## config.mk

```make
export PLATFORM = sky130hd
export DESIGN_NAME = tiny_operand_feeder_x4
export DESIGN_NICKNAME = d
export VERILOG_FILES = /design/src/rtl/tiny_operand_feeder_x4.sv
export SDC_FILE = /design/constraint.sdc
export NUM_CORES = 1
export LEC_CHECK = 0
export CORE_MARGIN = 10
export CORE_UTILIZATION = 50
export DETAILED_ROUTE_END_ITERATION = 7
export GPL_TIMING_DRIVEN = 0
export PLACE_DENSITY_LB_ADDON = 0.12
export REMOVE_ABC_BUFFERS = 1
export SYNTH_ARGS = -nofsm -noshare
export SYNTH_HDL_FRONTEND = slang
export SYNTH_SLANG_ARGS = --single-unit
```

## constraint.sdc

```tcl
create_clock -name clk -period 7.8 [get_ports clk]
set_input_delay 1.56 -clock clk [delete_from_list [all_inputs] [get_ports clk]]
set_output_delay 1.56 -clock clk [all_outputs]
set_load 0.02 [all_outputs]
```

## src/rtl/tiny_operand_feeder_x4.sv

```systemverilog
// tiny_operand_feeder_x4
//   Upstream feeder for the tiny basic-block x4 row. Two operand FIFOs (A, B)
//   hold 64-bit words (4 x bf16). An FSM frames each operation: it pairs A/B
//   heads onto east_out/north_out and holds stage_start high from the cycle
//   after start until the downstream pipe has drained.
// Ports
//   clk, rst                  clock, asynchronous active-high reset
//   start/frame_len/unary     frame request, sampled only in IDLE
//   a_tvalid/a_tdata/a_tready A operand stream (ready = FIFO not full)
//   b_tvalid/b_tdata/b_tready B operand stream
//   stage_start               frame-active strobe (RUN + DRAIN)
//   east_out_*/north_out_*    issued A/B beats, zero on bubble cycles
//   busy                      FSM not in IDLE
//   done                      one-cycle pulse at frame end

// Single operand FIFO. Pointers carry one extra wrap bit so full/empty
// come from the MSB compare. head is the raw memory read at rd_ptr; the
// caller must not pop while empty.
module tiny_operand_feeder_fifo #(
   parameter int DEPTH = 8,
   parameter int W     = 64
) (
   input  logic         clk,
   input  logic         rst,
   input  logic         push,
   input  logic [W-1:0] din,
   input  logic         pop,
   output logic [W-1:0] head,
   output logic         ready,
   output logic         empty
);
   localparam int AW = $clog2(DEPTH);

   logic [W-1:0] mem [DEPTH];
   logic [AW:0]  wr_ptr, rd_ptr, wr_nxt, rd_nxt;
   logic         do_push;

   // ready is registered from the next-state pointers, so it is exact for
   // the current cycle and a full FIFO is never written.
   assign do_push = push & ready;
   assign wr_nxt  = wr_ptr + (AW+1)'(do_push);
   assign rd_nxt  = rd_ptr + (AW+1)'(pop);
   assign empty   = (wr_ptr == rd_ptr);
   assign head    = mem[rd_ptr[AW-1:0]];

   always_ff @(posedge clk or posedge rst) begin
      if (rst) begin
         wr_ptr <= '0;
         rd_ptr <= '0;
         ready  <= 1'b0;
      end else begin
         wr_ptr <= wr_nxt;
         rd_ptr <= rd_nxt;
         ready  <= !((wr_nxt[AW] != rd_nxt[AW]) &&
                     (wr_nxt[AW-1:0] == rd_nxt[AW-1:0]));
      end
   end

   always_ff @(posedge clk) begin
      if (do_push) mem[wr_ptr[AW-1:0]] <= din;
   end
endmodule

module tiny_operand_feeder_x4 #(
   parameter int DEPTH        = 8,
   parameter int DRAIN_CYCLES = 32,
   parameter int LEN_W        = 16
) (
   input  logic             clk,
   input  logic             rst,
   input  logic             start,
   input  logic [LEN_W-1:0] frame_len,
   input  logic             unary,
   input  logic             a_tvalid,
   input  logic [63:0]      a_tdata,
   output logic             a_tready,
   input  logic             b_tvalid,
   input  logic [63:0]      b_tdata,
   output logic             b_tready,
   output logic             stage_start,
   output logic             east_out_tvalid,
   output logic [63:0]      east_out_tdata,
   output logic             north_out_tvalid,
   output logic [63:0]      north_out_tdata,
   output logic             busy,
   output logic             done
);
   localparam int DC_W = $clog2(DRAIN_CYCLES + 1);

   typedef enum logic [1:0] {IDLE, RUN, DRAIN} state_t;

   state_t           state;
   logic [LEN_W-1:0] rem;
   logic [DC_W-1:0]  drain_cnt;
   logic             is_unary;

   // index 0 = A operand, 1 = B operand
   logic [1:0]       op_tvalid, op_pop, op_ready, op_empty;
   logic [1:0][63:0] op_tdata, op_head;
   logic             issue;

   assign op_tvalid = {b_tvalid, a_tvalid};
   assign op_tdata  = {b_tdata, a_tdata};
   assign a_tready  = op_ready[0];
   assign b_tready  = op_ready[1];

   for (genvar g = 0; g < 2; g++) begin : g_op
      tiny_operand_feeder_fifo #(.DEPTH(DEPTH), .W(64)) u_fifo (
         .clk   (clk),
         .rst   (rst),
         .push  (op_tvalid[g]),
         .din   (op_tdata[g]),
         .pop   (op_pop[g]),
         .head  (op_head[g]),
         .ready (op_ready[g]),
         .empty (op_empty[g])
      );
   end

   // Unary ops never touch B, so B contents survive for later frames.
   assign issue  = (state == RUN) && !op_empty[0] && (is_unary || !op_empty[1]);
   assign op_pop = {issue && !is_unary, issue};

   always_ff @(posedge clk or posedge rst) begin
      if (rst) begin
         state            <= IDLE;
         rem              <= '0;
         drain_cnt        <= '0;
         is_unary         <= 1'b0;
         stage_start      <= 1'b0;
         busy             <= 1'b0;
         done             <= 1'b0;
         east_out_tvalid  <= 1'b0;
         east_out_tdata   <= '0;
         north_out_tvalid <= 1'b0;
         north_out_tdata  <= '0;
      end else begin
         done             <= 1'b0;
         east_out_tvalid  <= issue;
         east_out_tdata   <= issue ? op_head[0] : '0;
         north_out_tvalid <= issue && !is_unary;
         north_out_tdata  <= (issue && !is_unary) ? op_head[1] : '0;
         case (state)
            IDLE: begin
               if (start) begin
                  if (frame_len != '0) begin
                     rem         <= frame_len;
                     is_unary    <= unary;
                     state       <= RUN;
                     stage_start <= 1'b1;
                     busy        <= 1'b1;
                  end else begin
                     done <= 1'b1;
                  end
               end
            end
            RUN: begin
               if (issue) begin
                  rem <= rem - LEN_W'(1);
                  if (rem == LEN_W'(1)) begin
                     state     <= DRAIN;
                     drain_cnt <= DC_W'(DRAIN_CYCLES);
                  end
               end
            end
            DRAIN: begin
               drain_cnt <= drain_cnt - DC_W'(1);
               if (drain_cnt == DC_W'(1)) begin
                  state       <= IDLE;
                  stage_start <= 1'b0;
                  busy        <= 1'b0;
                  done        <= 1'b1;
               end
            end
            default: state <= IDLE;
         endcase
      end
   end
endmodule

```

==> flow_summary.yaml, run 1 <==
power_and_ir_drop:
  peakVddDrop_mv: 0.2708
  powerDensity_mw_per_mm2: 386.6
  totalPowerFinal_mw: 20.90
  p_leak_nw: 18.37
die:
  initial_core_utilization_pct: 50.53
  design.die.area_mm2: 0.1018
  boundaryPins: 285
  coreArea_mm2: 0.08851
  die_height_um: 319.1
  dieWidth_um: 319.1
  fp-row-count: 109
final_layout:
  fin_area_mm2: 0.05405
  most-common-layout-cells: "sky130_fd_sc_hd__edfxtp_1 (1,024), sky130_fd_sc_hd__clkdlybuf4s50_1 (284), sky130_fd_sc_hd__mux4_2 (256)"
  final_common_cell: "sky130_fd_sc_hd__edfxtp_1"
  layout-drive-gt1-share_pct: 22.56
  syn_to_final_growth_pct: 20.85
  num-nets-final: 2590
  num-fill-cells: 6212
  sequential_cell_area_in_the_final_layout_mm2: 0.03515
  multi_input_area_mm2: 0.009100
  post_layout_nonfiller_instances: 3703
clock_network:
  cts-root-to-sink-buffers: 3
  cts_inserted_buffers: 118
  cts.sinks: 1199
  cts_resized: 0
  cts-hold-fix-buffers: 0
  htreeDepth: 3
  postCtsSetupRepairBufs: 0
  clock-root-buffer: "sky130_fd_sc_hd__clkbuf_16"
  clk_pin_slew_worst_paths_ns: 0.06
  tritoncts: "done"
  clock_insertion_delay_worst_skew_ns: 0.70
synth:
  synthArstFlopShare_pct: 14.60
  synth_enable_flop_cells: 1024
  dominantRegCellSynth: "sky130_fd_sc_hd__edfxtp_1"
  synth_area_leader_cell: "sky130_fd_sc_hd__edfxtp_1"
  synth_cell_type_count: 56
  synthDominantCellAreaShare_pct: 68.75
  synthCells: 2033
  synth_sequential_area_ratio_pct: 78.54
  ys_seq_elements: 1199
  synth_area_per_cell_um2: 22.00
  ys.warnings.count: 0
  netlist_top_cells_area: "sky130_fd_sc_hd__edfxtp_1 (69%), sky130_fd_sc_hd__mux4_2 (13%), sky130_fd_sc_hd__dfrtp_1 (9.8%)"
  cell_area_after_synthesis_mm2: 0.04473
global_routing:
  wire_length_of_the_first_global_routing_pass_um: 145300
  grt.total_usage_pct: 18.83
  antenna_violations_before_repair: 18
  number_of_global_route_vias_before_repair: 22610
  grt_overflow: 0
  largest_net_degree_at_the_start_of_global_routing: 91
timing:
  period_needed_ns: 3.857
  relSlewSlack_pct: 33.08
  finalHoldViolCount: 0
  setup_viol_count_final: 0
  max_slew.worst_pin.slew_ns: 0.9984
  finalMaxSlewViolations: 0
  setup_repair_after_global_routing_missed_its_margin: "false"
  final.setup_skew_ns: 0.02936
  max_clock_freq_mhz: 259.3
  post-route-worst-setup-slack_ns: 3.943
  period_share_pct: 49.45
placed_design:
  routabilityCongestion: 0.7340
  dp_hpwl_um: 59760
  port_buffers: 284
  postPlaceCellArea_mm2: 0.05021
  place_worst_setup_slack_ns: 3.446
  placedCellCount: 3473
routing:
  viasPerCell: 5.624
  drt-pass1-iter-count: 5
  vias: 20830
  wl_per_cell_um: 25.84
  drt.antenna.violating_nets: 0
  drc: 0
  drt_first_iter_violations: 1558
  routed_wl_um: 95690
worst_setup_path:
  timing.critical_path.max_delay_family: "simple AND/OR/NAND/NOR gates"
  critical_path.cell_chain: "xor2_1 > nor4_1 > a21o_4 > inv_1 > ha_1 > nand2_1 > xnor2_1 > xor2_1 > or4_1"
  worstPathBufferInverterCount: 1
  critPathKind: "reg -> reg"
  cpPeakStageDelay_ns: 0.99
  critical-path-top-cell-by-count: "sky130_fd_sc_hd__xor2_1"
  worst-endpoint-arrival_ns: 4.39
  critical_path.slowest_cell: "sky130_fd_sc_hd__dfrtp_4"
  worstSetupEndpointType: "flip-flop"
  startpoint_type: "flip-flop"
  critical_path_required_ns: 8.34
  maximum_fanout_along_the_worst_path: 49
run_status:
  status: "completed"
run:
  max_cap_viol_count: 0
worst_hold_path:
  hold_path_class: "reg -> reg"
[cells in the mapped netlist, drive strengths merged (9+ instances only)]
library cell	instances
nor3	10
nand2	15
dfrtp	175
buf	78
mux2i	128
inv	9
nor2	159
clkbuf	26
edfxtp	1024
a21oi	15
xor2	20
nor4	9
mux4	256
ha	12
a31oi	9
nand3	11
[cells by family (layout without fill, tap and decap cells)]
kind of cell | count (synthesis) | in the layout | share of synthesized area, %
compound gates | 65 | 65 | 1.097
xor+xnor | 28 | 28 | 0.5483
fa+ha+maj | 12 | 12 | 0.3357
buf+inv | 113 | 611 | 1.374
flops | 1199 | 1199 | 78.54
mux | 385 | 385 | 15.78
other cells | 0 | 7 | 0
simple gates | 231 | 231 | 2.325
[stage by stage]
| stage | utilization, % | hold slack (ns) | TNS [ns] |
|---|---|---|---|
| finish | 61.07 | 0.5271 | 0 |
| global route | 61.06 | 0.5604 | 0 |
| CTS | 61.05 | 0.5287 | 0 |
| detailed placement | 56.72 | 0.5226 | 0 |
| global placement | 54.73 | 0.5112 | -3428.47 |
| floorplan | - | 0.4863 | -0.6391 |
[worst register-to-register path: stages, from the launching register on]
cell,delay (ns)
sky130_fd_sc_hd__dfrtp_4,0.99
sky130_fd_sc_hd__xor2_1,0.16
sky130_fd_sc_hd__nor4_1,0.39
sky130_fd_sc_hd__a21o_4,0.67
sky130_fd_sc_hd__inv_1,0.32
sky130_fd_sc_hd__ha_1,0.28
sky130_fd_sc_hd__nand2_1,0.09
sky130_fd_sc_hd__xnor2_1,0.10
sky130_fd_sc_hd__xor2_1,0.15
sky130_fd_sc_hd__or4_1,0.55
[cell type report]
cell class,count,area share (%)
flip-flops and latches,1199,65.03
multi-input cells,721,16.84
repair buffers,379,8.243
clock buffers,165,6.220
well taps,1165,2.697
clock inverters,58,0.8634
inverters,9,0.07639
diodes,7,0.03241
[state kept, by name, indices dropped and copies added (netlist names)]
signal / cells
g_op.u_fifo.rd_ptr: 8
done: 1
state: 2
east_out_tvalid: 1
drain_cnt: 6
g_op.u_fifo.ready: 2
g_op.u_fifo.wr_ptr: 8
east_out_tdata: 64
north_out_tvalid: 1
busy: 1
north_out_tdata: 64
rem: 16
is_unary: 1
g_op.u_fifo.mem: 1024
[power breakdown]
part | internal [mW] | switching (mW)
Clock | 3.20 | 2.33
Sequential | 8.26 | 0.665
Combinational | 3.08 | 3.37
[final timing paths]
check                                         start              endpoint  slack, ns  cells past startpoint
max in group asynchronous                       rst    east_out_tdata[45]       5.36                      3
min                                         rem[15]               rem[15]       0.53                      2
max reg2reg                g_op[1].u_fifo.rd_ptr[2]  g_op[0].u_fifo.ready       3.94                      9
max                        g_op[1].u_fifo.rd_ptr[2]  g_op[0].u_fifo.ready       3.94                      9
min reg2reg                                 rem[15]               rem[15]       0.53                      2
min in group asynchronous                       rst   north_out_tdata[61]       1.42                      2
[per-layer routing]
layer | routed length, µm | global-route usage [%]
met1 | 38770 | 24.25
met2 | 49500 | 32.09
met3 | 5581 | 4.262
met4 | 1662 | 5.152
met5 | 165 | 0
Note: power is estimated with default switching activity, not from simulation.
==> run 2: changes to the inputs <==
==> constraint.sdc (replaced) <==
create_clock -name clk -period 3.72 [get_ports clk]
set_input_delay 0.744 -clock clk [delete_from_list [all_inputs] [get_ports clk]]
set_output_delay 0.744 -clock clk [all_outputs]
set_load 0.02 [all_outputs]
==> run 2 against run 1 <==
  * Die area stayed put
  * First-iteration DRC count up 2.5%
  * Wire length grew 2.5%
  * Fmax is 9.5% higher
  * Clock-buffer cell count unchanged
  * Global-route usage rose by 0.44 points
  * Non-clock buffer count up 5
  * Total power rose by 110%
  * Worst setup slack lost 3.7 ns
  * Sequential power is 110% higher
  * Design area grew 0.28%
  * Sequential share of layout area shrank 0.18 points
  * Critical path type unchanged
  * Critical endpoint is now g_op[1].u_fifo.ready
==> flow_summary.yaml, run 2 (synthesized netlist as in run 1, its figures left out) <==
run_status:
  status: "completed"
timing:
  period_share_pct: 94.65
  period_needed_ns: 3.521
  max_slew.worst_pin.slew_ns: 1.012
  finalMaxSlewViolations: 0
  final.setup_skew_ns: 0.02642
  setup_repair_after_global_routing_missed_its_margin: "false"
  setup_viol_count_final: 0
  post-route-worst-setup-slack_ns: 0.1991
  relSlewSlack_pct: 32.19
  finalHoldViolCount: 0
  max_clock_freq_mhz: 284.0
placed_design:
  port_buffers: 284
  place_worst_setup_slack_ns: -0.1875
  dp_hpwl_um: 59760
  routabilityCongestion: 0.7340
die:
  coreArea_mm2: 0.08851
  initial_core_utilization_pct: 50.53
  design.die.area_mm2: 0.1018
  fp-row-count: 109
  die_height_um: 319.1
  dieWidth_um: 319.1
  boundaryPins: 285
worst_setup_path:
  startpoint_type: "flip-flop"
  critPathKind: "reg -> reg"
  maximum_fanout_along_the_worst_path: 21
  worstSetupEndpointType: "flip-flop"
  worst-endpoint-arrival_ns: 4.08
  ff2ff_setup_slack_ns: 0.20
  critical_path_required_ns: 4.28
power_and_ir_drop:
  peakVddDrop_mv: 0.5769
  p_leak_nw: 18.45
  totalPowerFinal_mw: 44.22
  powerDensity_mw_per_mm2: 815.8
final_layout:
  largest_register_ffs: 1024
  num-fill-cells: 6199
  most-common-layout-cells: "sky130_fd_sc_hd__edfxtp_1 (1,024), sky130_fd_sc_hd__clkdlybuf4s50_1 (284), sky130_fd_sc_hd__mux4_2 (256)"
  syn_to_final_growth_pct: 21.19
  final_common_cell: "sky130_fd_sc_hd__edfxtp_1"
  num-nets-final: 2596
  layout-drive-gt1-share_pct: 22.82
clock_network:
  clock_insertion_delay_worst_skew_ns: 0.70
  tritoncts: "done"
  clk_pin_slew_worst_paths_ns: 0.07
  cts-root-to-sink-buffers: 3
  htreeDepth: 3
  clock-root-buffer: "sky130_fd_sc_hd__clkbuf_16"
  cts.sinks: 1199
  cts_inserted_buffers: 118
global_routing:
  number_of_global_route_vias_before_repair: 22680
  wire_length_of_the_first_global_routing_pass_um: 147700
  grt.total_usage_pct: 19.27
  largest_net_degree_at_the_start_of_global_routing: 91
  grt_overflow: 0
  antenna_violations_before_repair: 19
routing:
  wl_per_cell_um: 26.43
  vias: 21050
  routed_wl_um: 98060
  drt_first_iter_violations: 1597
  drc: 0
  drt-pass1-iter-count: 5
  viasPerCell: 5.675
  drt.antenna.violating_nets: 0
run:
  max_cap_viol_count: 0
worst_hold_path:
  hold_path_class: "reg -> reg"
==> run 2: through the flow <==
stage	hold slack (ns)	TNS (ns)	util (%)	area (µm²)	std cells
floorplan	0.4863	-1993.97	-	44150	1929
global placement	0.5112	-8011.12	54.73	48450	3378
detailed placement	0.5226	-0.1875	56.72	50210	3473
CTS	0.5287	0	61.22	54190	3702
global route	0.5604	0	61.23	54200	3707
finish	0.5271	0	61.24	54210	3710
==> run 2: worst paths after layout <==
| kind | start | to | cells after the start |
|---|---|---|---|
| hold reg to reg | rem[15] | rem[15] | 2 |
| max in group asynchronous | rst | east_out_tdata[45] | 3 |
| setup / recovery | g_op[0].u_fifo.rd_ptr[1] | g_op[1].u_fifo.ready | 9 |
| min in group asynchronous | rst | north_out_tdata[61] | 2 |
| hold / removal | rem[15] | rem[15] | 2 |
| setup reg to reg | g_op[0].u_fifo.rd_ptr[1] | g_op[1].u_fifo.ready | 9 |
==> run 2: what timing repair did <==
action,in CTS,in global routing
endpoints found under the setup margin,1,0
gates resized for setup,4,0
setup buffers,5,0
hold buffers,0,0
hold endpoints to repair,0,0
==> run 2: final cells by class <==
type	count	area [µm²]	share of cell area (%)
timing repair buffer	384	4571	8.432
clock inverter	58	466.7	0.8610
clock buffer	165	3362	6.202
multi-input combinational	722	9136	16.85
sequential	1199	35150	64.85
antenna	8	20.02	0.03693
inverter	9	41.29	0.07617
tap	1165	1458	2.689
==> run 2: power breakdown <==
group	switching (mW)	internal [mW]	total, mW
clock network	4.89	6.70	11.6
registers	1.19	17.3	18.5
logic	7.53	6.60	14.1
==> run 2: worst max-delay path, cell delays in order, from the launching register on <==
cell	delay, ns
sky130_fd_sc_hd__dfrtp_4	0.65
sky130_fd_sc_hd__xor2_1	0.25
sky130_fd_sc_hd__o41ai_4	0.59
sky130_fd_sc_hd__or3_4	0.46
sky130_fd_sc_hd__inv_1	0.11
sky130_fd_sc_hd__ha_1	0.23
sky130_fd_sc_hd__ha_1	0.20
sky130_fd_sc_hd__xor2_1	0.18
sky130_fd_sc_hd__xor2_1	0.18
sky130_fd_sc_hd__or4_1	0.55
==> run 2: metal layers <==
layer  GRT usage [%]  vias up  routed length, µm  part of all wire (%)
met5               0        -                165                  0.17
met4           5.308       24               1786                   1.8
met3           4.243      150               5651                   5.8
met2           32.94      530              50590                    52
met1           24.80    11260              39870                    41
li1                -     9094                  -                     -
==> run 3: changes to the inputs <==
--- a/config.mk
+++ b/config.mk
@@ -8,7 +8,6 @@
 export CORE_MARGIN = 10
 export CORE_UTILIZATION = 50
 export DETAILED_ROUTE_END_ITERATION = 7
-export GPL_TIMING_DRIVEN = 0
 export PLACE_DENSITY_LB_ADDON = 0.12
 export REMOVE_ABC_BUFFERS = 1
 export SYNTH_ARGS = -nofsm -noshare
==> run 3 against run 2 <==
  * Wire length down 3.2%
  * First-iteration DRC count is 9.9% higher
  * Die area unchanged
  * Global-route usage decreased by 0.51 points
  * Flip-flop and latch count stayed put
  * Cell count fell by 1.5%
  * Sequential power barely moved
  * Worst setup slack better by 0.71 ns
  * Design area is 1.7% lower
==> flow_summary.yaml, run 3 (synthesized netlist as in run 1, its figures left out) <==
run_status:
  status: "completed"
placed_design:
  postPlaceCellArea_mm2: 0.04926
  port_buffers: 284
  dp_hpwl_um: 52260
  routabilityCongestion: 0.7771
global_routing:
  antenna_violations_before_repair: 11
  wire_length_of_the_first_global_routing_pass_um: 145000
  grt.total_usage_pct: 18.77
  grt_overflow: 0
  largest_net_degree_at_the_start_of_global_routing: 131
  number_of_global_route_vias_before_repair: 22830
timing:
  setup_viol_count_final: 0
  final.setup_skew_ns: 0.01920
  max_slew.worst_pin.slew_ns: 1.089
  setup_repair_after_global_routing_missed_its_margin: "false"
  period_share_pct: 75.48
  period_needed_ns: 2.808
  max_clock_freq_mhz: 356.1
  relSlewSlack_pct: 27.38
  finalHoldViolCount: 0
  finalMaxSlewViolations: 0
worst_hold_path:
  hold_path_class: "in -> async"
final_layout:
  layout-drive-gt1-share_pct: 20.99
  num-nets-final: 2544
  largest_register_ffs: 1024
  most-common-layout-cells: "sky130_fd_sc_hd__edfxtp_1 (1,024), sky130_fd_sc_hd__clkdlybuf4s50_1 (284), sky130_fd_sc_hd__mux4_2 (256)"
  fin_area_mm2: 0.05330
  final_common_cell: "sky130_fd_sc_hd__edfxtp_1"
  syn_to_final_growth_pct: 19.17
worst_setup_path:
  critical_path.endpoint: "north_out_tdata[63]"
  critical_path.slowest_cell: "sky130_fd_sc_hd__buf_4"
  critical_path.cell_chain: "buf_12 > buf_4 > mux4_2 > mux2i_1 > nor2_1"
  critPathKind: "reg -> reg"
  r2r_end: "north_out_tdata[63]"
  startpoint_type: "flip-flop"
  critPathLaunch: "g_op[1].u_fifo.rd_ptr[0]"
  maximum_fanout_along_the_worst_path: 100
  timing.critical_path.max_delay_family: "buffers and inverters"
  worst-endpoint-arrival_ns: 3.31
  timing.reg2reg.worst_path_depth: 5
  r2r_start: "g_op[1].u_fifo.rd_ptr[0]"
  ff2ff_setup_slack_ns: 0.91
  worstSetupEndpointType: "flip-flop"
  worstPathBufferInverterCount: 2
  critical_path_required_ns: 4.23
  timing.critical_path.depth: 5
  cpPeakStageDelay_ns: 0.65
die:
  dieWidth_um: 319.1
  boundaryPins: 285
  die_height_um: 319.1
  coreArea_mm2: 0.08851
  design.die.area_mm2: 0.1018
  fp-row-count: 109
  initial_core_utilization_pct: 50.53
routing:
  drt.antenna.violating_nets: 0
  vias: 20920
  wl_per_cell_um: 25.96
  routed_wl_um: 94890
  drt_first_iter_violations: 1755
  drt-pass1-iter-count: 5
  viasPerCell: 5.722
  drc: 0
clock_network:
  cts-root-to-sink-buffers: 3
  tritoncts: "done"
  postCtsSetupRepairBufs: 0
  cts-hold-fix-buffers: 0
  cts.sinks: 1199
  cts_resized: 0
  clk_pin_slew_worst_paths_ns: 0.06
  clock-root-buffer: "sky130_fd_sc_hd__clkbuf_16"
  htreeDepth: 3
  cts_inserted_buffers: 121
  clock_insertion_delay_worst_skew_ns: 0.68
run:
  max_cap_viol_count: 0
power_and_ir_drop:
  powerDensity_mw_per_mm2: 820.7
  peakVddDrop_mv: 0.9030
  p_leak_nw: 17.99
  totalPowerFinal_mw: 43.74
run 3: cell count changes in the layout (fill, tap and decap cells not counted), moves of 7 or more:
cell / change
sky130_fd_sc_hd__clkinv_2: -7
sky130_fd_sc_hd__buf_6: -41
sky130_fd_sc_hd__buf_8: -7
sky130_fd_sc_hd__clkbuf_8: -8
sky130_fd_sc_hd__buf_4: +17
sky130_fd_sc_hd__buf_16: -21
sky130_fd_sc_hd__clkinvlp_4: +7
run 3: routing by layer:
| metal | vias up | wire length [µm] | global-route usage [%] |
|---|---|---|---|
| met5 | - | 95 | 0 |
| met4 | 18 | 1594 | 4.560 |
| met3 | 148 | 5497 | 3.781 |
| met2 | 579 | 48910 | 32.36 |
| met1 | 11190 | 38790 | 24.38 |
| li1 | 8981 | - | - |
run 3: worst min-delay path by stage:
stage / start / end / slack (ns) / cells after the start
2_1_floorplan: rem[15] / rem[15] / 0.49 / 2
3_3_place_gp: drain_cnt[0] / drain_cnt[0] / 0.50 / 1
3_5_place_dp: drain_cnt[0] / drain_cnt[0] / 0.52 / 1
4_1_cts: rst / north_out_tdata[61] / 0.48 / 2
5_1_grt: rst / north_out_tdata[30] / 0.53 / 2
6_report: rst / north_out_tdata[61] / 0.50 / 2
run 3: area by class of cell:
cell class	instances	area, µm²
Multi-Input combinational cell	721	9096
Inverter	9	41.29
Clock buffer	163	3381
Fill cell	6256	35210
Tap cell	1165	1458
Antenna cell	3	7.507
Clock inverter	65	653.1
Timing Repair Buffer	330	3513
Sequential cell	1199	35150
run 3: through the flow:
stage / instances / hold slack [ns] / setup TNS [ns] / setup slack [ns] / util (%)
finish: 3655 / 0.4955 / 0 / 0.9120 / 60.22
global route: 3652 / 0.5333 / 0 / 0.6228 / 60.21
CTS: 3652 / 0.4847 / 0 / 0.8022 / 60.21
detailed placement: 3424 / 0.5229 / 0 / 0.6890 / 55.65
global placement: 3424 / 0.5013 / 0 / 0.7633 / 55.65
floorplan: 1929 / 0.4863 / -1993.97 / -4.576 / -
run 3: where the power goes:
| group | internal [mW] | total, mW | switching (mW) | leakage, nW |
|---|---|---|---|---|
| Sequential | 17.3 | 18.2 | 0.817 | 11.4 |
| Clock | 7.18 | 12.1 | 4.90 | 1.95 |
| Combinational | 5.91 | 13.5 | 7.60 | 4.65 |
